File: config.mk
export PLATFORM = sky130hd
export DESIGN_NAME = motor_drive_seq
export DESIGN_NICKNAME = d
export VERILOG_FILES = /design/src/rtl/motor_pkg.sv /design/src/rtl/motor_pwm_gen.sv /design/src/rtl/motor_drive_seq.sv
export SDC_FILE = /design/constraint.sdc
export NUM_CORES = 1
export LEC_CHECK = 0
export CORE_ASPECT_RATIO = 1.75
export CORE_MARGIN = 2
export CORE_UTILIZATION = 55
export DETAILED_ROUTE_END_ITERATION = 12
export PLACE_DENSITY = 0.75
export SLEW_MARGIN = 5
export SYNTH_ARGS = -nofsm -noshare
export SYNTH_HDL_FRONTEND = slang
export SYNTH_SLANG_ARGS = --single-unit
File: constraint.sdc
create_clock -name Clk -period 3.8 [get_ports Clk]
set_input_delay 0.76 -clock Clk [delete_from_list [all_inputs] [get_ports Clk]]
set_output_delay 0.76 -clock Clk [all_outputs]
set_load 0.02 [all_outputs]
File: src/rtl/motor_pkg.sv
// Shared types and helpers for the H-bridge drive sequencer.
// Holds the direction and state encodings plus the saturating duty-step helper.
package motor_pkg;

    typedef enum logic [1:0] {
        DIR_COAST = 2'b00,
        DIR_FWD   = 2'b01,
        DIR_REV   = 2'b10,
        DIR_BRAKE = 2'b11
    } dir_t;

    typedef enum logic [2:0] {
        IDLE      = 3'd0,
        RUN       = 3'd1,
        RAMP_DOWN = 3'd2,
        DEAD      = 3'd3,
        BRAKE     = 3'd4,
        FAULT     = 3'd5
    } state_t;

    // Move cur toward tgt by at most step, never passing tgt.
    function automatic int unsigned step_toward(input int unsigned cur,
                                                input int unsigned tgt,
                                                input int unsigned step);
        if (cur < tgt)
            return ((tgt - cur) > step) ? cur + step : tgt;
        else
            return ((cur - tgt) > step) ? cur - step : tgt;
    endfunction

endpackage

File: src/rtl/motor_pwm_gen.sv
// Free-running PWM timebase: prescaler, period counter (0..2^PWM_BITS-2),
// duty compare and the end-of-period strobe used for duty ramping.
module motor_pwm_gen #(
    parameter int PWM_BITS = 8,
    parameter int PRESC    = 4
) (
    input  logic                Clk,
    input  logic                Rstn,
    input  logic [PWM_BITS-1:0] duty,
    output logic                pwm_on,
    output logic                period_end
);
    localparam int PC_W = (PRESC > 1) ? $clog2(PRESC) : 1;
    localparam logic [PC_W-1:0]     PC_MAX  = PC_W'(PRESC - 1);
    localparam logic [PWM_BITS-1:0] CNT_MAX = {{(PWM_BITS-1){1'b1}}, 1'b0};

    logic [PC_W-1:0]     presc_cnt;
    logic [PWM_BITS-1:0] pwm_cnt;
    logic                tick;

    assign tick = (presc_cnt == PC_MAX);

    always_ff @(posedge Clk or negedge Rstn) begin
        if (!Rstn) begin
            presc_cnt <= '0;
            pwm_cnt   <= '0;
        end else begin
            presc_cnt <= tick ? '0 : presc_cnt + 1'b1;
            if (tick)
                pwm_cnt <= (pwm_cnt == CNT_MAX) ? '0 : pwm_cnt + 1'b1;
        end
    end

    // Period is one short of 2^PWM_BITS so full-scale duty holds the output high.
    assign period_end = tick & (pwm_cnt == CNT_MAX);
    assign pwm_on     = (pwm_cnt < duty);

endmodule

File: src/rtl/motor_drive_seq.sv
// Single-channel H-bridge drive sequencer: ramped PWM, ramp-down plus dead time on
// every direction change, estop. Stall fault detection is built with MOTOR_STALL_DETECT_EN.
module motor_drive_seq #(
    parameter int PWM_BITS       = 8,
    parameter int PRESC          = 4,
    parameter int RAMP_STEP      = 8,
    parameter int DEADTIME_CYC   = 1000,
    parameter int STALL_PERIODS  = 64,
    parameter int STALL_MIN_DUTY = 32
) (
    input  logic                Clk,
    input  logic                Rstn,
    input  logic                cmd_valid,
    output logic                cmd_ready,
    input  logic [1:0]          cmd_dir,
    input  logic [PWM_BITS-1:0] cmd_duty,
    input  logic                estop,
    input  logic                Evnt,
    input  logic                fault_clr,
    output logic [1:0]          Mt,
    output logic                EN,
    output logic                busy,
    output logic                fault,
    output logic [2:0]          state_o
);
    import motor_pkg::*;

    localparam int DC_W = (DEADTIME_CYC > 1) ? $clog2(DEADTIME_CYC) : 1;
    localparam logic [DC_W-1:0] DEAD_LOAD = DC_W'(DEADTIME_CYC - 1);

    state_t              state, state_nx;
    dir_t                run_dir, run_dir_nx, pending_dir, pending_dir_nx, cmd_d;
    logic [PWM_BITS-1:0] cur_duty, cur_duty_nx, target_duty, target_duty_nx;
    logic [PWM_BITS-1:0] pending_duty, pending_duty_nx;
    logic [DC_W-1:0]     dead_cnt, dead_cnt_nx;
    logic [1:0]          mt_nx;
    logic                en_nx, accept, pwm_on, period_end, stall_hit;

    motor_pwm_gen #(.PWM_BITS(PWM_BITS), .PRESC(PRESC)) u_pwm (
        .Clk        (Clk),
        .Rstn       (Rstn),
        .duty       (cur_duty),
        .pwm_on     (pwm_on),
        .period_end (period_end)
    );

    // cmd handshake: a command transfers on a clock edge where cmd_valid and cmd_ready
    // are both high; cmd_ready never depends on cmd_valid and the requester holds
    // cmd_valid/cmd_dir/cmd_duty stable until that edge.
    assign cmd_d     = dir_t'(cmd_dir);
    assign cmd_ready = ((state == IDLE) || (state == RUN) || (state == BRAKE)) && !estop;
    assign accept    = cmd_valid && cmd_ready;
    assign busy      = (state == RAMP_DOWN) || (state == DEAD);
    assign state_o   = state;

    always_comb begin
        state_nx        = state;
        run_dir_nx      = run_dir;
        pending_dir_nx  = pending_dir;
        pending_duty_nx = pending_duty;
        cur_duty_nx     = cur_duty;
        target_duty_nx  = target_duty;
        dead_cnt_nx     = dead_cnt;
        mt_nx           = 2'b00;
        en_nx           = 1'b0;
        if (accept) begin
            pending_dir_nx  = cmd_d;
            pending_duty_nx = cmd_duty;
        end
        case (state)
            IDLE: if (accept) begin
                if (cmd_d == DIR_FWD || cmd_d == DIR_REV) begin
                    state_nx       = RUN;
                    run_dir_nx     = cmd_d;
                    target_duty_nx = cmd_duty;
                    cur_duty_nx    = '0;
                end else if (cmd_d == DIR_BRAKE) begin
                    state_nx = BRAKE;
                end
            end
            RUN: begin
                if (period_end)
                    cur_duty_nx = PWM_BITS'(step_toward(32'(cur_duty), 32'(target_duty), RAMP_STEP));
                if (accept) begin
                    if (cmd_d == run_dir) begin
                        target_duty_nx = cmd_duty;
                    end else begin
                        target_duty_nx = '0;
                        state_nx       = RAMP_DOWN;
                    end
                end
            end
            RAMP_DOWN: if (period_end) begin
                if (cur_duty == '0) begin
                    state_nx    = DEAD;
                    dead_cnt_nx = DEAD_LOAD;
                end else begin
                    cur_duty_nx = PWM_BITS'(step_toward(32'(cur_duty), 32'(target_duty), RAMP_STEP));
                end
            end
            DEAD: begin
                if (dead_cnt == '0) begin
                    case (pending_dir)
                        DIR_FWD, DIR_REV: begin
                            state_nx       = RUN;
                            run_dir_nx     = pending_dir;
                            target_duty_nx = pending_duty;
                            cur_duty_nx    = '0;
                        end
                        DIR_BRAKE: state_nx = BRAKE;
                        default:   state_nx = IDLE;
                    endcase
                end else begin
                    dead_cnt_nx = dead_cnt - 1'b1;
                end
            end
            BRAKE: if (accept && cmd_d != DIR_BRAKE) begin
                state_nx    = DEAD;
                dead_cnt_nx = DEAD_LOAD;
            end
            FAULT: begin
`ifdef MOTOR_STALL_DETECT_EN
                if (fault_clr) begin
                    state_nx        = DEAD;
                    dead_cnt_nx     = DEAD_LOAD;
                    pending_dir_nx  = DIR_COAST;
                    pending_duty_nx = '0;
                end
`endif
            end
            default: state_nx = IDLE;
        endcase
        // estop outranks everything except a latched fault.
        if (state != FAULT) begin
            if (estop) begin
                state_nx        = DEAD;
                dead_cnt_nx     = DEAD_LOAD;
                cur_duty_nx     = '0;
                target_duty_nx  = '0;
                pending_dir_nx  = DIR_COAST;
                pending_duty_nx = '0;
            end else if (stall_hit) begin
                state_nx       = FAULT;
                cur_duty_nx    = '0;
                target_duty_nx = '0;
            end
        end
        // Pins follow the state being entered so Mt and EN never disagree for a cycle.
        case (state_nx)
            RUN: begin
                mt_nx = run_dir_nx;
                en_nx = pwm_on;
            end
            RAMP_DOWN: mt_nx = run_dir_nx;
            BRAKE: begin
                mt_nx = DIR_BRAKE;
                en_nx = 1'b1;
            end
            default: ;
        endcase
    end

    always_ff @(posedge Clk or negedge Rstn) begin
        if (!Rstn) begin
            state        <= IDLE;
            run_dir      <= DIR_COAST;
            pending_dir  <= DIR_COAST;
            pending_duty <= '0;
            cur_duty     <= '0;
            target_duty  <= '0;
            dead_cnt     <= '0;
            Mt           <= 2'b00;
            EN           <= 1'b0;
        end else begin
            state        <= state_nx;
            run_dir      <= run_dir_nx;
            pending_dir  <= pending_dir_nx;
            pending_duty <= pending_duty_nx;
            cur_duty     <= cur_duty_nx;
            target_duty  <= target_duty_nx;
            dead_cnt     <= dead_cnt_nx;
            Mt           <= mt_nx;
            EN           <= en_nx;
        end
    end

`ifdef MOTOR_STALL_DETECT_EN
    localparam int SC_W = $clog2(STALL_PERIODS + 1);
    logic [2:0]      evnt_sync;
    logic            evnt_edge;
    logic [SC_W-1:0] stall_cnt;

    always_ff @(posedge Clk or negedge Rstn) begin
        if (!Rstn) begin
            evnt_sync <= 3'b000;
            stall_cnt <= '0;
        end else begin
            evnt_sync <= {evnt_sync[1:0], Evnt};
            if (evnt_edge || state != RUN || cur_duty < PWM_BITS'(STALL_MIN_DUTY))
                stall_cnt <= '0;
            else if (period_end && !stall_hit)
                stall_cnt <= stall_cnt + 1'b1;
        end
    end

    assign evnt_edge = evnt_sync[2] ^ evnt_sync[1];
    assign stall_hit = (stall_cnt == SC_W'(STALL_PERIODS));
    assign fault     = (state == FAULT);
`else
    logic unused_stall_in;
    assign unused_stall_in = Evnt ^ fault_clr ^ (STALL_PERIODS == 0) ^ (STALL_MIN_DUTY == 0);
    assign stall_hit = 1'b0;
    assign fault     = 1'b0;
`endif

endmodule

---- Yosys cells after proc, flatten, opt, wreduce, memory -nomap -nowiden ----
Index checks and enable logic that the tools add are counted.
word-level totals
  flip-flop bits (word level) ............. 54
  input port bits ......................... 16
  output and inout bits ................... 9
  logic and storage cells ................. 112
cells by class
  add/subtract/negate cells ............... 7
  magnitude comparators ................... 4
  eq/ne operators ......................... 19
  multiplexer cells ....................... 57
  bitwise gates (word level) .............. 1
  reductions and logical operators ........ 13
operator list
  operator                                             count
  2-to-1 mux 8 bit                                     24
  > comparator 32 x 4 -> 1 bit, second input constant  2
  2-to-1 mux 10 bit                                    6
  2-to-1 mux 3 bit                                     11
  case mux 8 bit (4 select lines)                      1
  case mux 10 bit (3 select lines)                     1
  case mux 8 bit (3 select lines)                      1
  case mux 3 bit (6 select lines)                      1
  subtractor 8 x 8 -> 9 bit                            2
  < comparator 8 bit                                   2
  2-to-1 mux 2 bit                                     8
  == test 2 bit, second input constant                 5
  logical NOT 10 bit                                   1
  subtractor 10 x 1 -> 10 bit, second input constant   1
  == test 3 x 2 -> 1 bit, second input constant        3
  == test 3 bit, second input constant                 3
  adder 8 x 1 -> 8 bit, second input constant          1
  adder 8 x 4 -> 8 bit, second input constant          1
  == test 8 bit, second input constant                 1
  logical NOT 8 bit                                    1
  case mux 2 bit (2 select lines)                      2
  subtractor 8 x 4 -> 8 bit, second input constant     1
  == test 3 x 1 -> 1 bit, second input constant        2
  case mux 3 bit (2 select lines)                      1
  12 further kinds                                     19

---- Depth between registers and ports, before layout ----
Gate-level depths: netlist (run 1).
  depth in word-level cells ............... 13
  gate-level depth with buffers ........... 13
  gate-level depth less buffers ........... 12

---- By module ----
A second synthesis (run 1) with hierarchy kept.
second synthesis, totals
  cell total of the unflattened synthesis .. 486
  area total of the unflattened synthesis .. 4,111.4 um^2
modules (own cells, without submodules)
  module           instances  cells an instance  area an instance (um^2)  sequential area each (um^2)
  motor_drive_seq  1          409                3,415.8                  1,101.1
  motor_pwm_gen    1          77                 695.7                    250.2

---- Worst setup path after synthesis (run 1) ----
No wires, ideal clock.
  path kind ............................... register to register
  start ................................... reg cur_duty[5]
  end ..................................... reg cur_duty[7]
  library setup time ...................... 0.122 ns
  arrival time ............................ 3.015 ns
  data required time ...................... 3.678 ns
  path slack .............................. 0.663 ns
  stages on the path, launching flop included .. 14
  buffers on the path ..................... 2
  period minus slack after synthesis ...... 3.137 ns
  cells stage by stage .................... dfrtp_1 > clkbuf_1 > inv_1 > ha_1 > buf_2 > nand4_1 > a211oi_1 > o21ai_0 > o21ai_0 > nor4_1 > a211oi_1 > nand4_1 > a31o_2 > a32o_1
between the ends
  word-level cells in the longest chain between the ends .. 9
  elaborated cells on any way between the ends .. 17
  classes of those cells .................. 4 x add/sub; 3 x order compare; 9 x mux; 1 x reduce/logical
ends and longest elaborated chain
  element                                          RTL line                          text
  start: declaration                               motor_drive_seq.sv:33             logic [PWM_BITS-1:0] cur_duty, cur_duty_nx, target_duty, target_duty_nx;
  start signal: assignment                         motor_drive_seq.sv:179            cur_duty <= cur_duty_nx;
  subtractor 8 x 8 -> 9 bit (on tied branches)     motor_pkg.sv:28, motor_pkg.sv:26
  > comparator 32 x 4 -> 1 bit (on tied branches)  motor_pkg.sv:28, motor_pkg.sv:26
  2-to-1 mux 8 bit (on tied branches)              motor_pkg.sv:28, motor_pkg.sv:26
  2-to-1 mux 8 bit                                 motor_pkg.sv:25                   if (cur < tgt)
  2-to-1 mux 8 bit                                 motor_drive_seq.sv:94             if (cur_duty == '0) begin
  2-to-1 mux 8 bit                                 motor_drive_seq.sv:93             RAMP_DOWN: if (period_end) begin
  case mux 8 bit (4 select lines) (*)              motor_drive_seq.sv:70             case (state)
  2-to-1 mux 8 bit                                 motor_drive_seq.sv:135            if (estop) begin
  2-to-1 mux 8 bit (*)                             motor_drive_seq.sv:134            if (state != FAULT) begin
  via cur_duty_nx[7]                               motor_drive_seq.sv:33
The timed path passes the listed nets; every way through them passes the cells marked *.
A chain may end at the register's enable or synchronous reset.

---- Worst setup path in the final report (run 1) ----
  start ................................... reg cur_duty[1]
  end ..................................... reg cur_duty[2]
The elaborated chain is that of the path after synthesis.

==> reports/metrics.cfg, run 1 <==
[die]
die_h_um=116
fp.coreArea_sq_um=6910
start_util_pct=57.2
rows=40
dieArea_sq_um=7900
fp.dieW_um=68.1
num_io_pins=25

[synth]
yosys-top-cells-area=dfrtp_1, ha_1, nand2_1
yosysSeqAreaShare_pct=34.2
yosysUniqueCellTypes=66
synth_most_common_cell=nand2_1
synthCells=469
yosysWarnings=0
synth_common_cells=nand2_1, dfrtp_1, nor2_1
syn-cell-area_sq_um=3950
synth_ff_type=dfrtp_1
yosysTopAreaCellShare_pct=34.2
syn_area_per_cell_sq_um=8.42
async_reset_ff_share_pct=100
synth_edf_count=0
synth_nets=518
synth-seq-cells=54
synth_top_cell_by_area=dfrtp_1

[pwr]
p_clk_share_pct=43.8
ir_worst_vdd_v=0.000339
p_seq_share_pct=50.0
p_switching_mw=0.259
p_leak_nw=1.94
p_sw_share_pct=21.9
share_comb_of_total_power_pct=6.2
p_int_mw=0.923
powerDensity_nw_per_um2=264

[sta]
setup_tns_ps=0
tightest_slew_ps=812
slew_violations=0
relSlewSlack_pct=45.4
max_freq_mhz=283
fin_crit_ps=3530
rsz0062_at_grt=false
timing_hold_violations_final=0
setup_viol=0
fin_skew_ps=5.99
fin_crit_sh_pct=93.0

[drt]
drt-wirelength-per-cell_um=17.9
drcViolationCount=0
drtAntennaViolNets=0
drt_iter0_markers=195
first_pass_iters=5
avgViaCountPerCell=6.38
vias=3712
drt-total-wl_mm=10.4

[worst_setup_path]
crit_end=cur_duty[2]$_DFF_PN0_
required_ps=3980
crit_type=reg2reg
crit_path_end_kind=flip-flop
reg2reg_to=cur_duty[2]$_DFF_PN0_
cp_max_fo=5
crit_path_start=cur_duty[1]$_DFF_PN0_
cp-start-kind=flip-flop
rrSetupSlack_ps=270
rr_worst_depth=11
arrival_ps=3710
crit-reg2reg-launch=cur_duty[1]$_DFF_PN0_

[cts]
clock_latency_ps=300
cts_tree=done
max-clock-path-buffers=2
clk_pin_slew_worst_paths_ps=70
cts_buffers=5
root_buffer=clkbuf_16
htree_levels=2
ctsHoldBuffers=0
cts_sinks=54

[global_route]
antenna_found_initial=0
grt-ovfl-total=0
first_global_vias=3678
grt_first_pass_wirelength_mm=17.2
grt_max_degree=34
track_usage_pct=28.8

[job]
cap_viol_max_count=0

[min_path]
hold_class=reg2reg
hp-start=u_pwm.presc_cnt[0]$_DFF_PN0_

[finish]
antenna_cells=0
final_util_pct=64.8
drive_above_1_share_pct=9.24
syn_to_final_growth_pct=13.4
final_nets=546

[outcome]
status=complete, no violations

[placed_design]
dp_hpwl_mm=8.07
gp_congestion=0.964
port_buffers=21

-- state kept, by name, summed over array words and instances (netlist names) --
name,flops
state_o,3
run_dir,2
Mt,2
cur_duty,8
u_pwm.pwm_cnt,8
u_pwm.presc_cnt,2
dead_cnt,10
EN,1
pending_duty,8
target_duty,8
pending_dir,2
-- placed cells by master, fill, tap and decap left out, types with 7 or more instances in the layout --
cell type        count
xor2_1               7
inv_1               34
nor3_1              14
o21ai_0             29
dfrtp_1             54
a21oi_1             32
nor2b_1              8
nand4_1              8
ha_1                32
nand2b_1             7
clkdlybuf4s50_1     20
a21o_1               7
nand3_1             10
nand2_1             60
buf_4               17
nor2_1              37
a222oi_1             9
-- per-stage QoR --
| step | hold WS [ps] | power (mW) | instance area (sq um) | instances | setup WS [ps] |
|---|---|---|---|---|---|
| floorplan | 403 | 0.636 | 3950 | 469 | 663 |
| global placement | 413 | 0.674 | 4300 | 574 | 331 |
| detailed placement | 428 | 0.676 | 4300 | 574 | 258 |
| CTS | 437 | 1.19 | 4470 | 582 | 207 |
| global route | 465 | 1.22 | 4480 | 582 | 64.2 |
| finish | 436 | 1.18 | 4480 | 582 | 266 |
-- worst max-delay path: stages (launching register included) --
cell and delay, ps:
dfrtp_1 460, inv_1 130, ha_1 350, nor2b_1 170
o221ai_1 360, a21o_1 250, a31oi_1 110, a2111oi_1 690
a21oi_1 120, a21oi_1 230, o221ai_1 260, a22o_1 270
-- metal layers --
| metal | vias up | track usage, % | share of wire, % |
|---|---|---|---|
| met2 | 101 | 54.4 | 56 |
| met1 | 1815 | 28.3 | 36 |
| li1 | 1760 | - | - |
| met5 | - | 0 | 0 |
| met3 | 36 | 3.85 | 3.1 |
| met4 | 0 | 17.1 | 5.0 |
-- area by class of cell --
type / instances / area [sq um]
Fill cell: 606 / 2430
Multi-Input combinational cell: 364 / 2400
Sequential cell: 54 / 1350
Timing Repair Buffer: 38 / 333
Inverter: 34 / 128
Clock buffer: 5 / 125
Tap cell: 84 / 105
Clock inverter: 3 / 40.0
-- cell families (layout without fill, tap and decap cells) --
logic type	after synthesis	after routing	synth area share, %
buffers and inverters	51	80	5.48
AOI/OAI and AO/OA	136	136	23.9
DFF	54	54	34.2
muxes	4	4	1.01
and+or+nand+nor	181	181	22.7
other	1	1	0.0949
xor gates and xnor gates	9	9	2.00
adders and majority gates	33	33	10.6
-- worst min path at each step --
stage	to	slack (ps)	depth (start not counted)
global placement	u_pwm.presc_cnt[0]$_DFF_PN0_	410	1
detailed placement	u_pwm.presc_cnt[0]$_DFF_PN0_	430	1
floorplan	u_pwm.presc_cnt[0]$_DFF_PN0_	400	1
global route	u_pwm.presc_cnt[0]$_DFF_PN0_	460	1
CTS	u_pwm.presc_cnt[0]$_DFF_PN0_	440	1
finish	u_pwm.presc_cnt[0]$_DFF_PN0_	440	1
-- power groups by stage --
stage | sequential, mW | combinational, mW | clock, mW
2_1_floorplan | 0.601 | 0.0354 | 0
3_3_place_gp | 0.602 | 0.0718 | 0
3_5_place_dp | 0.603 | 0.0731 | 0
4_1_cts | 0.591 | 0.0736 | 0.523
5_1_grt | 0.593 | 0.0817 | 0.544
6_report | 0.592 | 0.0728 | 0.518
-- repair_timing --
action                                  in CTS  in global routing
resized for setup                            0                  2
buffers inserted                             0                  0
endpoints found under the setup margin       0                  2
No activity file was read; power rests on OpenSTA's default activity.
==> run 2, diff against run 1 <==
--- a/config.mk
+++ b/config.mk
@@ -9,6 +9,7 @@
 export CORE_MARGIN = 2
 export CORE_UTILIZATION = 55
 export DETAILED_ROUTE_END_ITERATION = 12
+export GPL_ROUTABILITY_DRIVEN = 0
 export PLACE_DENSITY = 0.75
 export SLEW_MARGIN = 5
 export SYNTH_ARGS = -nofsm -noshare
==> run 2 against run 1 <==
  * Largest cell class unchanged
  * Register-to-register slack worse by 40 ps
  * Fmax is 1.1% lower
  * Final area is 0.73% lower
  * Sequential power hardly changed
==> reports/metrics.cfg, run 2 (same netlist as run 1, synthesis figures left out) <==
[sta]
max_freq_mhz=280
fin_crit_ps=3570
slew_violations=0
setup_tns_ps=0
timing_hold_violations_final=0
fin_crit_sh_pct=94.0
tightest_slew_ps=869
setup_viol=0
fin_skew_ps=3.88
relSlewSlack_pct=41.5
worst_slack_ps=228
rsz0062_at_grt=false

[cts]
clk_pin_slew_worst_paths_ps=70
htree_levels=2
cts_tree=done
clock_latency_ps=290
max-clock-path-buffers=2
ctsHoldBuffers=0
root_buffer=clkbuf_16
cts_buffers=5
cts_sinks=54

[drt]
drt-wirelength-per-cell_um=17.5
drtAntennaViolNets=0
avgViaCountPerCell=6.25
vias=3623
drcViolationCount=0
first_pass_iters=7
drt_iter0_markers=179
drt-total-wl_mm=10.2

[finish]
largest_reg_flops=10
drive_above_1_share_pct=8.67
regMostFlops=dead_cnt
layout.cells.non_filler=580
syn_to_final_growth_pct=12.5
final_nets=544
fillers=610
final_cell_mix=nand2_1, dfrtp_1, nor2_1
final_common_cell=nand2_1
antenna_cells=0

[worst_setup_path]
crit_end=cur_duty[6]$_DFF_PN0_
crit_chain=inv_1 > ha_1 > nor2b_1 > o221ai_1 > a21o_1 > a31oi_1 > a2111oi_1 > a211oi_2 > a221oi_1 > a21oi_1 > o31ai_1
crit_path_start=cur_duty[1]$_DFF_PN0_
reg2reg_to=cur_duty[6]$_DFF_PN0_
crit_type=reg2reg
crit_path_end_kind=flip-flop
max_stage_delay_ps=740
cp_max_fo=8
arrival_ps=3760
cp-start-kind=flip-flop
rrSetupSlack_ps=230
crit-reg2reg-launch=cur_duty[1]$_DFF_PN0_
cpMaxStageDelayCell=a2111oi_1
rr_worst_depth=11
required_ps=3990

[pwr]
power.total_mw=1.12
powerDensity_nw_per_um2=253
p_leak_nw=1.92
ir_worst_vdd_v=0.000282

[outcome]
status=complete, no violations

[die]
fp.dieW_um=68.1
dieArea_sq_um=7900
start_util_pct=57.2
fp.coreArea_sq_um=6910
rows=40
num_io_pins=25
die_h_um=116

[global_route]
grt_max_degree=32
antenna_found_initial=0
first_global_vias=3613
grt-ovfl-total=0
track_usage_pct=27.7
grt_first_pass_wirelength_mm=16.6

[job]
cap_viol_max_count=0

[placed_design]
port_buffers=21
dp_cells=572
dp_hpwl_mm=7.83
dpl_worst_slack_ps=235

[min_path]
hold_class=reg2reg

## run 2: changes by cell type in the layout (fill, tap and decap cells not counted)
cell / delta
bufinv_16: -1
clkinv_2: -1
clkbuf_8: +1
buf_4: -2
clkbuf_1: +1
## run 2: how the worst min path moves through the flow
stage / from / slack, ps / endpoint / cells after the start
2_1_floorplan: u_pwm.presc_cnt[0]$_DFF_PN0_ / 400 / u_pwm.presc_cnt[0]$_DFF_PN0_ / 1
3_5_place_dp: u_pwm.presc_cnt[0]$_DFF_PN0_ / 420 / u_pwm.presc_cnt[0]$_DFF_PN0_ / 1
3_3_place_gp: u_pwm.presc_cnt[0]$_DFF_PN0_ / 410 / u_pwm.presc_cnt[0]$_DFF_PN0_ / 1
6_report: u_pwm.presc_cnt[0]$_DFF_PN0_ / 420 / u_pwm.presc_cnt[0]$_DFF_PN0_ / 1
4_1_cts: u_pwm.presc_cnt[0]$_DFF_PN0_ / 430 / u_pwm.presc_cnt[0]$_DFF_PN0_ / 1
5_1_grt: u_pwm.presc_cnt[0]$_DFF_PN0_ / 450 / u_pwm.presc_cnt[0]$_DFF_PN0_ / 1
## run 2: what timing repair did
| action | in CTS | in global routing |
|---|---|---|
| setup endpoints to repair | 0 | 1 |
| gates resized for setup | 0 | 2 |
| setup buffers | 0 | 0 |
## run 2: power by group
| group | total [mW] | switching, mW | internal [mW] |
|---|---|---|---|
| clock | 0.460 | 0.198 | 0.262 |
| sequential | 0.592 | 0.00907 | 0.583 |
| combinational | 0.0724 | 0.0414 | 0.0310 |
## run 2: cell type report
cell class              count  area, sq um  share of cell area (%)
repair buffers             36          318                    7.15
well taps                  84          105                    2.36
flip-flops and latches     54         1350                    30.4
clock inverters             1         5.00                   0.113
multi-input cells         364         2400                    53.9
inverters                  34          128                    2.87
clock buffers               7          143                    3.21
## run 2: through the flow
stage | instance area, sq um | util, % | hold WS (ps)
2_1_floorplan | 3950 | - | 403
6_report | 4450 | 64.4 | 423
3_3_place_gp | 4290 | 62.1 | 413
5_1_grt | 4450 | 64.4 | 453
4_1_cts | 4440 | 64.2 | 425
3_5_place_dp | 4290 | 62.1 | 417
## run 2: critical path, delay by kind of cell (launching register included)
kind,cells,cell delay (ps)
flip-flops,1,470
AND/OR/NAND/NOR,1,160
buffers and inverters,1,140
AO/OA/AOI/OAI,8,2350
adder cells (fa/ha/maj),1,350
## run 2: layer usage
layer  wire [um]  vias up  track usage [%]
li1            -     1761                -
met2        5750      102             52.3
met4         386        0             14.8
met1        3700     1732             28.5
met5           0        -                0
met3         348       28             3.28
